`config.mk`:
```
export PLATFORM = sky130hd
export DESIGN_NAME = lpc_arbiter
export DESIGN_NICKNAME = d
export VERILOG_FILES = /design/src/rtl/lpc_pkg.sv /design/src/rtl/lpc_rr_pick.sv /design/src/rtl/lpc_arbiter.sv
export SDC_FILE = /design/constraint.sdc
export NUM_CORES = 1
export LEC_CHECK = 0
export CAP_MARGIN = 25
export CELL_PAD_IN_SITES_DETAIL_PLACEMENT = 1
export CELL_PAD_IN_SITES_GLOBAL_PLACEMENT = 1
export CORE_MARGIN = 8
export CORE_UTILIZATION = 31
export CTS_CLUSTER_SIZE = 28
export DETAILED_ROUTE_END_ITERATION = 7
export PLACE_DENSITY = 0.87
export SKIP_LAST_GASP = 1
export SLEW_MARGIN = 20
export SYNTH_ARGS = -nofsm -noshare
export SYNTH_HDL_FRONTEND = slang
export SYNTH_HIERARCHICAL = 1
export SYNTH_SLANG_ARGS = --single-unit
```
`constraint.sdc`:
```
create_clock -name lclk -period 6.1 [get_ports lclk]
set_input_delay 1.22 -clock lclk [delete_from_list [all_inputs] [get_ports lclk]]
set_output_delay 1.22 -clock lclk [all_outputs]
set_load 0.05 [all_outputs]
```
`src/rtl/lpc_pkg.sv`:
```
// Shared types and constants for the LPC request arbiter.
package lpc_pkg;

   typedef enum logic [1:0] {
      IDLE    = 2'd0,
      ISSUE   = 2'd1,
      RESP    = 2'd2,
      RECOVER = 2'd3
   } lpc_state_e;

   localparam logic       LPC_RD            = 1'b0;
   localparam logic       LPC_WR            = 1'b1;

   // Read byte returned to a requester whose transfer was aborted.
   localparam logic [7:0] LPC_TIMEOUT_RDATA = 8'hFF;

   // Width of the ISSUE watchdog counter.
   localparam int         LPC_TMO_CNT_W     = 16;

endpackage

```
`src/rtl/lpc_rr_pick.sv`:
```
// Two-input requester pick: round-robin on last_grant, or port 0 always
// wins a tie when FIXED_PRIO is nonzero.
module lpc_rr_pick
   import lpc_pkg::*;
#(
   parameter int FIXED_PRIO = 0
) (
   input  logic req0_i,
   input  logic req1_i,
   input  logic last_grant_i,
   output logic gnt_valid_o,
   output logic gnt_idx_o
);

   // Tie-break between simultaneous requests; a lone request always wins.
   always_comb begin
      gnt_valid_o = req0_i | req1_i;
      gnt_idx_o   = 1'b0;
      if (req0_i && req1_i) begin
         gnt_idx_o = (FIXED_PRIO != 0) ? 1'b0 : ~last_grant_i;
      end else if (req1_i) begin
         gnt_idx_o = 1'b1;
      end
   end

endmodule

```
`src/rtl/lpc_arbiter.sv`:
```
// Two-port arbiter/sequencer in front of the LPC host cycle engine.
// Port 0 is instruction fetch, port 1 is data load/store.
// Optional build macro: LPC_ARB_TIMEOUT_EN adds an ISSUE watchdog that
// aborts the engine and returns ack with err set and rdata 8'hFF.
//
// state   | meaning
// --------+--------------------------------------------------------------
// IDLE    | no transfer; pick a requester, latch its fields, raise m_go
// ISSUE   | m_go held; wait for m_done (or watchdog expiry)
// RESP    | one-cycle ack to the granted port; record last_grant
// RECOVER | wait for the engine to drop m_done before the next grant
module lpc_arbiter
   import lpc_pkg::*;
#(
   parameter int ADDR_W         = 32,
   parameter int FIXED_PRIO     = 0,
   parameter int TIMEOUT_CYCLES = 255
) (
   input  logic              lclk,
   input  logic              lreset,

   input  logic              r0_req,
   input  logic              r0_dir,
   input  logic [ADDR_W-1:0] r0_addr,
   input  logic [7:0]        r0_wdata,
   output logic [7:0]        r0_rdata,
   output logic              r0_ack,
   output logic              r0_err,

   input  logic              r1_req,
   input  logic              r1_dir,
   input  logic [ADDR_W-1:0] r1_addr,
   input  logic [7:0]        r1_wdata,
   output logic [7:0]        r1_rdata,
   output logic              r1_ack,
   output logic              r1_err,

   output logic              m_go,
   output logic              m_dir,
   output logic [ADDR_W-1:0] m_addr,
   output logic [7:0]        m_wdata,
   input  logic [7:0]        m_rdata,
   input  logic              m_done,
   output logic              m_abort,

   output logic              busy
);

   lpc_state_e        state_q, state_d;
   logic              gnt_q, gnt_d;
   logic              last_grant_q, last_grant_d;
   logic              dir_q, dir_d;
   logic [ADDR_W-1:0] addr_q, addr_d;
   logic [7:0]        wdata_q, wdata_d;
   logic              go_q, go_d;
   logic [7:0]        rdata0_q, rdata0_d;
   logic [7:0]        rdata1_q, rdata1_d;
   logic              err_flag_q, err_flag_d;
   logic              abort_q, abort_d;

   logic              pick_valid;
   logic              pick_idx;
   logic              tmo_hit;

   lpc_rr_pick #(
      .FIXED_PRIO (FIXED_PRIO)
   ) u_pick (
      .req0_i       (r0_req),
      .req1_i       (r1_req),
      .last_grant_i (last_grant_q),
      .gnt_valid_o  (pick_valid),
      .gnt_idx_o    (pick_idx)
   );

`ifdef LPC_ARB_TIMEOUT_EN
   localparam logic [LPC_TMO_CNT_W-1:0] TMO_LAST =
      LPC_TMO_CNT_W'(TIMEOUT_CYCLES - 1);

   logic [LPC_TMO_CNT_W-1:0] cnt_q, cnt_d;

   // Watchdog: held at zero outside a transfer, so it is clear on ISSUE entry.
   always_comb begin
      cnt_d = '0;
      if (state_q == ISSUE) begin
         cnt_d = cnt_q + LPC_TMO_CNT_W'(1);
      end
   end

   // Watchdog count register.
   always_ff @(posedge lclk or posedge lreset) begin
      if (lreset) begin
         cnt_q <= '0;
      end else begin
         cnt_q <= cnt_d;
      end
   end

   // Fires in the last of TIMEOUT_CYCLES ISSUE cycles, so m_go is high
   // for exactly TIMEOUT_CYCLES cycles before the abort.
   assign tmo_hit = (cnt_q == TMO_LAST);
`else
   logic unused_timeout_cycles;
   assign unused_timeout_cycles = ^TIMEOUT_CYCLES;
   assign tmo_hit               = 1'b0;
`endif

   // Next-state and datapath update for the grant/issue/response sequence.
   always_comb begin
      state_d      = state_q;
      gnt_d        = gnt_q;
      last_grant_d = last_grant_q;
      dir_d        = dir_q;
      addr_d       = addr_q;
      wdata_d      = wdata_q;
      go_d         = go_q;
      rdata0_d     = rdata0_q;
      rdata1_d     = rdata1_q;
      err_flag_d   = err_flag_q;
      abort_d      = 1'b0;

      unique case (state_q)
         IDLE: begin
            if (pick_valid) begin
               gnt_d      = pick_idx;
               dir_d      = pick_idx ? r1_dir   : r0_dir;
               addr_d     = pick_idx ? r1_addr  : r0_addr;
               wdata_d    = pick_idx ? r1_wdata : r0_wdata;
               go_d       = 1'b1;
               err_flag_d = 1'b0;
               state_d    = ISSUE;
            end
         end
         ISSUE: begin
            if (m_done) begin
               go_d = 1'b0;
               if (gnt_q) rdata1_d = m_rdata;
               else       rdata0_d = m_rdata;
               state_d = RESP;
            end else if (tmo_hit) begin
               go_d       = 1'b0;
               abort_d    = 1'b1;
               err_flag_d = 1'b1;
               if (gnt_q) rdata1_d = LPC_TIMEOUT_RDATA;
               else       rdata0_d = LPC_TIMEOUT_RDATA;
               state_d = RESP;
            end
         end
         RESP: begin
            last_grant_d = gnt_q;
            state_d      = RECOVER;
         end
         RECOVER: begin
            if (!m_done) begin
               state_d = IDLE;
            end
         end
         default: begin
            state_d = IDLE;
         end
      endcase
   end

   // State and datapath registers; reset drops m_go immediately.
   always_ff @(posedge lclk or posedge lreset) begin
      if (lreset) begin
         state_q      <= IDLE;
         gnt_q        <= 1'b0;
         last_grant_q <= 1'b1;
         dir_q        <= 1'b0;
         addr_q       <= '0;
         wdata_q      <= '0;
         go_q         <= 1'b0;
         rdata0_q     <= '0;
         rdata1_q     <= '0;
         err_flag_q   <= 1'b0;
         abort_q      <= 1'b0;
      end else begin
         state_q      <= state_d;
         gnt_q        <= gnt_d;
         last_grant_q <= last_grant_d;
         dir_q        <= dir_d;
         addr_q       <= addr_d;
         wdata_q      <= wdata_d;
         go_q         <= go_d;
         rdata0_q     <= rdata0_d;
         rdata1_q     <= rdata1_d;
         err_flag_q   <= err_flag_d;
         abort_q      <= abort_d;
      end
   end

   assign m_go     = go_q;
   assign m_dir    = dir_q;
   assign m_addr   = addr_q;
   assign m_wdata  = wdata_q;
   assign m_abort  = abort_q;
   assign busy     = (state_q != IDLE);

   assign r0_ack   = (state_q == RESP) && !gnt_q;
   assign r1_ack   = (state_q == RESP) &&  gnt_q;
   assign r0_err   = r0_ack && err_flag_q;
   assign r1_err   = r1_ack && err_flag_q;
   assign r0_rdata = rdata0_q;
   assign r1_rdata = rdata1_q;

endmodule
```
## Yosys cells after proc, flatten, opt, wreduce, memory -nomap -nowiden

Cells that the tools add are included.

- Flip-flop bits (word level): 62
- Input bits: 95
- Output and inout bits: 64

- Eq/ne operators: 6
- Multiplexer cells: 12
- Bitwise gates (word level): 3
- Reduce and logical (&&, ||, !) cells: 12

Operator list:

| cell | count |
|---|---|
| 32-bit two-way mux | 1 |
| 3-bit AND reduction | 4 |
| 8-bit two-way mux | 1 |
| 2-bit one-hot mux with 4 select lines | 1 |
| 2-bit two-way mux | 3 |
| 2-bit inequality test, second input constant | 3 |
| 1-bit two-way mux | 5 |
| 2-bit == test, second input constant | 2 |
| 2-bit nonzero test | 2 |
| 1-bit logical AND | 3 |
| 2-bit by 1-bit == test with 1-bit output, second input constant | 1 |
| 2-bit zero test | 1 |
| 1-bit inverter | 2 |
| 1-bit one-hot mux with 2 select lines | 1 |
| 2-bit AND reduction | 1 |
| 1-bit zero test | 1 |
| 1-bit bitwise OR | 1 |

## Logic depth before layout (Yosys ltp)

Gate-level depths: netlist of run 1.

- Depth after elaboration: 3
- Mapped depth: 8
- Depth with buffers taken out: 5

## Hierarchy

The synthesis of run 1 kept the hierarchy.

Modules (own cells, without submodules):

| module | times used | cells an instance | area an instance (µm²) |
|---|---|---|---|
| lpc_arbiter | 1 | 245 | 2,906.5 |
| lpc_rr_pick | 1 | 2 | 13.8 |

## Worst setup path after synthesis of run 1

OpenSTA, ideal clock, no wires.

- Kind: reg-to-output
- Start: reg state_q[0]
- End: out r0_ack
- Data arrival time: 1,407 ps
- Slack: 3,473 ps
- Cell stages (with the launch flop): 4
- Cell sequence: dfrtp_1 inv_1 ha_1 nor2b_1

- Word-level cells in the longest chain between the ends: 2

RTL lines:

| element | line | source |
|---|---|---|
| from (decl) | lpc_arbiter.sv:49 | `lpc_state_e state_q, state_d;` |
| from (signal assigned) | lpc_arbiter.sv:178 | `state_q <= state_d;` |
| 2-bit == test | lpc_arbiter.sv:199 | `assign r0_ack = (state_q == RESP) && !gnt_q;` |
| 1-bit logical AND | lpc_arbiter.sv:199 |  |
| to (decl) | lpc_arbiter.sv:27 | `output logic r0_ack,` |

Every way passes these cells.

## Final worst setup path of run 1

Same ends and word-level chain as after synthesis.

==> out/metrics.yaml, run 1 <==
sta:
  final_max_slew_viol_count: 0
  setup_viol: 0
  fin_skew_ps: 7.712
  rsz0062_at_grt: "false"
  min_period_over_period: 0.5430
  fin_crit_ps: 3313
  max_freq_mhz: 301.9
  timing.final.hold_violations: 0
  slew_headroom: 0.4689
  finalSetupTns_ps: 0
  timing.final.ws_setup_ps: 2787
  timing.hold.ws_ps: 506.2
  worstMarginPinSlew_ps: 796.6
global_routing:
  grt.overflow.total: 0
  grt_pass1_wl_mm: 14.66
  antenna_found_initial: 0
  grt_max_degree: 63
  grt_usage: 0.1443
  grt_pass1_vias: 2766
clocking:
  clkTransAtPathRegs_ps: 70
  root_buffer: "clkbuf_8"
  cts_made_buffers: 9
  cts_hold_buf: 0
  cts_sinks: 62
  clock_latency_ps: 330
  post-cts-setup-buffer-count: 0
  cts_tree: "done"
  cts-resized-gates: 0
  htree_levels: 3
  clockBufferDepth: 2
routing:
  drtAntennaViolNets: 0
  routed_via_density: 4.640
  detail_route.iter0.violations: 62
  dr.pass1.iters: 4
  drc: 0
  post_drt_wl_per_cell_um: 17.82
  num_vias: 2394
  drt-total-wl_mm: 9.196
logic_synthesis:
  yosysUniqueCellTypes: 24
  ys_seq_area_frac: 0.5317
  yosys.area.top_type: "dfrtp_1"
  ys_warn_count: 6
  syn_area_per_cell_sq_um: 11.82
  synth.area.top_cells: "dfrtp_1, mux2i_1, mux2_2"
  syn_area_sq_um: 2920
  synth_top_area_frac: 0.5227
  ys_ff_latch: 62
  synthCells: 247
floorplan:
  die_x_um: 113.1
  io_pins: 159
  die_area_sq_um: 12780
  core_area_sq_um: 9196
  initial_utilization: 0.3176
  num_rows: 35
  die_height_um: 113.1
worst_setup_path:
  end_kind: "output pin"
  cp_data_arrival_time_ps: 2090
  crit_path_max_fanout: 4
  cp.required_ps: 4880
  critical_path_class: "flip-flop to output pin"
  critPathLaunchType: "flip-flop"
layout:
  fill_cells: 993
  diodes: 0
  multi_input_area_sq_um: 1221
  nets: 500
  seq_area_sq_um: 1553
  drive_gt1_frac: 0.1309
  area.growth.synth_to_final_pct: 59.90
place:
  gpl.final_weighted_congestion: 0.7798
  numPortBuffers: 155
  pre_cts_slack_ps: 2559
  place_hpwl_mm: 7.174
power_and_ir_drop:
  p_per_area_nw_per_um2: 587.7
  peakVddDrop_mv: 0.2981
  leakage_uw: 0.001957
min_path:
  hold_path.class: "flip-flop to flip-flop"
status:
  status: "complete, no violations"
job:
  drv_cap: 0
==> worst max-delay path: stages (launching register included) <==
cell,delay (ps)
dfrtp_1,420
inv_1,120
ha_1,250
nor2b_1,150
clkdlybuf4s50_1,820
==> synth_stat cells, drive strengths merged <==
cell type	number
a21boi	1
a21oi	41
and2	2
buf	17
clkbuf	1
conb	1
dfrtp	61
dfstp	1
ha	5
inv	4
mux2	19
mux2i	43
nand3	1
nand3b	1
nor2	43
nor2b	2
o21ai	2
o2bb2ai	1
or2	1
==> metal layers <==
layer,vias up,part of all wire,global-route usage
met2,89,0.52,0.2579
met4,0,0.0094,0.03996
li1,1148,-,-
met3,8,0.092,0.05751
met1,1149,0.38,0.1537
met5,-,0,0
==> report_power, final <==
part	switching (uW)	internal, uW	total, uW
Combinational	1100	595	1690
Clock	155	157	311
Sequential	119	621	740
==> placed cells by master (no fill, tap or decap) <==
cell / Yosys / final
buf_4: 6 / 3
clkdlybuf4s50_1: 0 / 155
o21ai_0: 1 / 1
and2_1: 2 / 1
clkinv_2: 0 / 3
mux2i_1: 43 / 43
a21boi_4: 0 / 1
mux2_4: 1 / 1
clkinvlp_4: 0 / 1
inv_2: 0 / 1
a21oi_1: 31 / 31
dfrtp_1: 61 / 61
conb_1: 1 / 3
nor2b_1: 2 / 2
ha_1: 5 / 5
clkbuf_8: 0 / 10
dfstp_2: 1 / 1
nand3_2: 1 / 1
mux2_2: 18 / 18
clkbuf_1: 0 / 2
and2_2: 0 / 1
nor2_1: 43 / 43
o2bb2ai_1: 1 / 1
or2_1: 1 / 1
a21oi_2: 10 / 10
nand3b_2: 1 / 1
inv_1: 4 / 3
o21ai_2: 1 / 1
==> worst paths after layout <==
kind | from | to | slack (ps) | cells after the start
min | m_go$_DFFE_PP0P_ | m_go$_DFFE_PP0P_ | 510 | 1
min in group asynchronous | lreset | r0_rdata[2]$_DFFE_PP0P_ | 1440 | 3
max reg2reg | state_q[0]$_DFFE_PP0P_ | m_go$_DFFE_PP0P_ | 3730 | 6
max in group asynchronous | lreset | m_addr[13]$_DFFE_PP0P_ | 4130 | 3
max | state_q[0]$_DFFE_PP0P_ | r0_ack | 2790 | 4
min reg2reg | m_go$_DFFE_PP0P_ | m_go$_DFFE_PP0P_ | 510 | 1
==> sequential cells by signal, indices dropped and copies added (netlist names) <==
register and flops:
last_grant_q 1, state_q 2, m_dir 1, m_go 1, gnt_q 1, r1_rdata 8, m_addr 32, r0_rdata 8
m_wdata 8
==> stage by stage <==
stage	power (uW)	util	instance area, sq um	instances
after global routing	2899	0.5078	4669	516
after floorplan	1890	-	2928	249
after global placement	2402	0.4895	4502	500
after CTS	2788	0.5078	4669	516
final	2744	0.5078	4669	516
after detailed placement	2465	0.4895	4502	500
==> kinds of logic (layout without fill, tap and decap cells) <==
logic type / Yosys count / count (layout) / synth area share
flops: 62 / 62 / 0.5317
other cells: 1 / 3 / 0.001284
buf+inv: 22 / 178 / 0.05698
fa+ha+maj: 5 / 5 / 0.02142
compound gates: 45 / 45 / 0.09340
mux: 62 / 62 / 0.2219
simple gates: 50 / 50 / 0.07326
==> area by class of cell <==
class | instances | share of cell area
repair buffers | 158 | 0.3371
clock buffers | 12 | 0.03108
inverters | 4 | 0.003215
flip-flops and latches | 62 | 0.3325
multi-input cells | 165 | 0.2615
clock inverters | 4 | 0.004823
well taps | 111 | 0.02974
Power figures use the tool's default switching activity.
==> run 2, diff against run 1 <==
- CORE_UTILIZATION: 31 -> 29
- PLACE_DENSITY: 0.87 -> 0.83
- clock period: 6.1 -> 3.4 ns (I/O delays scaled with it)
==> out/metrics.yaml, run 2 (synthesis gave the netlist of run 1 again) <==
sta:
  timing.final.ws_setup_ps: 633.6
  min_period_over_period: 0.8137
  rsz0062_at_grt: "false"
  fin_crit_ps: 2766
  max_freq_mhz: 361.5
  slew_headroom: 0.6269
  final_max_slew_viol_count: 0
  setup_viol: 0
  worstMarginPinSlew_ps: 557.9
  finalSetupTns_ps: 0
  fin_skew_ps: 9.434
  timing.final.hold_violations: 0
routing:
  detail_route.iter0.violations: 59
  drc: 0
  dr.pass1.iters: 3
  routed_via_density: 4.457
  drt-total-wl_mm: 9.014
  post_drt_wl_per_cell_um: 16.66
  num_vias: 2411
  drtAntennaViolNets: 0
min_path:
  worstHoldStart: "r1_rdata[0]$_DFFE_PP0P_"
  hold_path.class: "flip-flop to flip-flop"
layout:
  layout_common_cells: "clkdlybuf4s50_1, dfrtp_1, mux2i_1, nor2_1, a21oi_1"
  final_common_cell: "clkdlybuf4s50_1"
  fin_cells: 541
  nets: 503
  drive_gt1_frac: 0.1422
  fin_util: 0.4859
  diodes: 0
  area.growth.synth_to_final_pct: 62.64
  largest_reg_flops: 32
clocking:
  cts-resized-gates: 0
  post-cts-setup-buffer-count: 0
  htree_levels: 3
  cts_made_buffers: 9
  cts_hold_buf: 0
  cts_tree: "done"
  clkTransAtPathRegs_ps: 70
  root_buffer: "clkbuf_8"
  cts_sinks: 62
  clock_latency_ps: 330
  clockBufferDepth: 2
floorplan:
  io_pins: 159
  die_area_sq_um: 13540
  core_area_sq_um: 9774
  initial_utilization: 0.2988
  die_x_um: 116.4
  die_height_um: 116.4
  num_rows: 36
worst_setup_path:
  critPathLaunchType: "flip-flop"
  cp_data_arrival_time_ps: 2090
  r2r-start: "state_q[0]$_DFFE_PP0P_"
  cp.required_ps: 2720
  critPathLaunch: "state_q[0]$_DFFE_PP0P_"
  critical_path_class: "flip-flop to output pin"
  crit_path_max_fanout: 4
  end_kind: "output pin"
power_and_ir_drop:
  leakage_uw: 0.001985
  p_per_area_nw_per_um2: 1053
  peakVddDrop_mv: 0.6197
global_routing:
  grt_usage: 0.1349
  grt_max_degree: 51
  antenna_found_initial: 0
  grt_pass1_wl_mm: 14.29
  grt_pass1_vias: 2794
  grt.overflow.total: 0
job:
  drv_cap: 0
place:
  dp.cells: 525
  gpl.final_weighted_congestion: 0.7006
  place_hpwl_mm: 7.372
  pre_cts_slack_ps: 969.9
  numPortBuffers: 155
status:
  status: "complete, no violations"
==> run 2: report_power, final <==
group / total (uW) / internal (uW) / switching (uW)
clock: 639 / 341 / 298
combinational: 3050 / 1070 / 1970
sequential: 1320 / 1110 / 203
total: 5000 / 2530 / 2480
==> run 2: layout make-up <==
| class | count | area (sq um) |
|---|---|---|
| Fill cell | 1081 | 5025 |
| Timing Repair Buffer | 161 | 1597 |
| Sequential cell | 62 | 1553 |
| Multi-Input combinational cell | 165 | 1221 |
| Tap cell | 133 | 166.4 |
| Clock buffer | 9 | 123.9 |
| Clock inverter | 7 | 73.82 |
| Inverter | 4 | 15.01 |
==> run 2: worst max-delay path: stages, from the launching register on <==
cell,delay (ps)
dfrtp_1,420
inv_1,130
ha_1,220
nor2b_1,150
clkdlybuf4s50_1,840
==> run 2: worst paths after layout <==
path                                           endpoint  slack (ps)  cells after the start
worst min register to register  r1_rdata[0]$_DFFE_PP0P_         510                      1
worst max register to register    m_addr[4]$_DFFE_PP0P_        1660                      6
worst min-delay path            r1_rdata[0]$_DFFE_PP0P_         510                      1
min in group asynchronous       r1_rdata[3]$_DFFE_PP0P_         620                      2
max in group asynchronous        m_addr[22]$_DFFE_PP0P_        2120                      3
worst max-delay path                             r0_ack         630                      4
==> run 2: layer usage <==
metal	vias up	routed length [um]	track usage
li1	1145	-	-
met1	1166	3483	0.1405
met2	93	4663	0.2450
met3	7	797	0.05326
met4	0	70	0.03889
met5	-	0	0
==> run 2: stage by stage <==
| stage | instance area, sq um | power, uW | hold slack (ps) |
|---|---|---|---|
| 2_1_floorplan | 2928 | 3390 | 532.7 |
| 3_3_place_gp | 4552 | 4326 | 488.1 |
| 3_5_place_dp | 4552 | 4425 | 480.7 |
| 4_1_cts | 4750 | 5087 | 509.4 |
| 5_1_grt | 4750 | 5291 | 523.7 |
| 6_report | 4750 | 5002 | 506.9 |
==> run 3, diff against run 2 <==
- CORE_UTILIZATION: 29 -> 26
- PLACE_DENSITY: 0.83 -> 0.78
- clock period: 3.4 -> 2.3 ns (I/O delays scaled with it)
==> out/metrics.yaml, run 3 (synthesis gave the netlist of run 1 again) <==
sta:
  slew_headroom: 0.6352
  fin_skew_ps: 8.792
  worstMarginPinSlew_ps: 545.5
  final_max_slew_viol_count: 0
  setup_viol: 0
  min_period_over_period: 0.8671
  timing.hold.ws_ps: 404.3
  timing.final.ws_setup_ps: 305.6
  rsz0062_at_grt: "false"
  max_freq_mhz: 501.4
  finalSetupTns_ps: 0
  fin_crit_ps: 1994
  timing.final.hold_violations: 0
routing:
  wl_met1_mm: 3.534
  drtAntennaViolNets: 0
  detail_route.iter0.violations: 67
  post_drt_wl_per_cell_um: 16.92
  wl_met2_mm: 4.988
  drc: 0
  dr.pass1.iters: 4
  num_vias: 2403
  routed.top_layer: "met4"
  routed_via_density: 4.385
  dr_wl_met3_um: 689
  drt-total-wl_mm: 9.272
worst_setup_path:
  crit_slowest_cell: "clkdlybuf4s50_1"
  cpLargestDelayFamily: "buffers and inverters"
  r2r-start: "state_q[0]$_DFFE_PP0P_"
  cp_cell_sequence: "clkdlybuf4s50_1"
  critical_path_class: "flip-flop to output pin"
  rrSetupSlack_ps: 730
  crit_buf_inv: 1
  r2r-end: "m_go$_DFFE_PP0P_"
  critPathLaunch: "m_addr[0]$_DFFE_PP0P_"
  crit_path_end: "m_addr[0]"
  crit_path_max_fanout: 2
  reg2regPathDepth: 6
  cp.required_ps: 1840
  end_kind: "output pin"
  cp_data_arrival_time_ps: 1530
  cp_num_cells: 1
  critPathLaunchType: "flip-flop"
  max_stage_delay_ps: 840
global_routing:
  grt_pass1_wl_mm: 14.63
  grt_usage: 0.1241
  grt_max_degree: 45
  grt.overflow.total: 0
  grt_pass1_vias: 2859
  antenna_found_initial: 0
place:
  gpl.final_weighted_congestion: 0.6780
  place_area_sq_um: 4603
  pre_cts_slack_ps: 280.2
  numPortBuffers: 155
  place_hpwl_mm: 7.251
power_and_ir_drop:
  peakVddDrop_mv: 0.8197
  leakage_uw: 0.001997
  p_per_area_nw_per_um2: 1554
  totalPowerFinal_uw: 7463
floorplan:
  die_x_um: 122.0
  die_height_um: 122.0
  num_rows: 38
  die_area_sq_um: 14880
  core_area_sq_um: 10890
  io_pins: 159
  initial_utilization: 0.2682
layout:
  area.growth.synth_to_final_pct: 64.44
  layout_common_cells: "clkdlybuf4s50_1, dfrtp_1, mux2i_1, nor2_1, a21oi_1"
  final_common_cell: "clkdlybuf4s50_1"
  design_area_sq_um: 4802
  diodes: 0
  drive_gt1_frac: 0.1495
  largest_reg_flops: 32
  nets: 503
clocking:
  htree_levels: 3
  cts-resized-gates: 0
  cts_made_buffers: 9
  post-cts-setup-buffer-count: 0
  clockBufferDepth: 2
  clkTransAtPathRegs_ps: 80
  cts_tree: "done"
  cts_sinks: 62
  cts_hold_buf: 0
  clock_latency_ps: 330
  root_buffer: "clkbuf_8"
min_path:
  hold_path.class: "primary input to asynchronous set/reset pin"
status:
  status: "complete, no violations"
job:
  drv_cap: 0
-- run 3: area by class of cell --
class	instances	area [sq um]
clock buffers	9	123.9
multi-input cells	165	1221
well taps	140	175.2
clock inverters	7	75.07
inverters	4	15.01
repair buffers	161	1639
flip-flops and latches	62	1553
fillers	1192	6086
-- run 3: routing by layer --
layer / vias up / global-route usage
met5: - / 0
met4: 0 / 0.03238
met3: 6 / 0.04813
met2: 75 / 0.2313
met1: 1170 / 0.1262
li1: 1152 / -
-- run 3: worst min-delay path by stage --
stage                                        from                       to  slack (ps)  cells after the start
after floorplan            state_q[1]$_DFFE_PP0P_   state_q[1]$_DFFE_PP0P_         530                      1
after global placement    r1_rdata[7]$_DFFE_PP0P_  r1_rdata[7]$_DFFE_PP0P_         490                      1
after detailed placement  r1_rdata[5]$_DFFE_PP0P_  r1_rdata[5]$_DFFE_PP0P_         490                      1
after CTS                                  lreset  r1_rdata[5]$_DFFE_PP0P_         390                      2
after global routing                       lreset  r1_rdata[5]$_DFFE_PP0P_         410                      2
final                                      lreset  r1_rdata[5]$_DFFE_PP0P_         400                      2
-- run 3: stage by stage --
step | cells | util
floorplan | 249 | -
global placement | 532 | 0.4228
detailed placement | 532 | 0.4228
CTS | 548 | 0.4410
global route | 548 | 0.4410
finish | 548 | 0.4410
-- run 3: report_power, final --
group / leakage, uW / internal, uW / switching [uW] / total [uW]
registers: 0.000700 / 1650 / 312 / 1960
clock network: 0.0000914 / 502 / 467 / 968
logic: 0.00121 / 1620 / 2910 / 4540
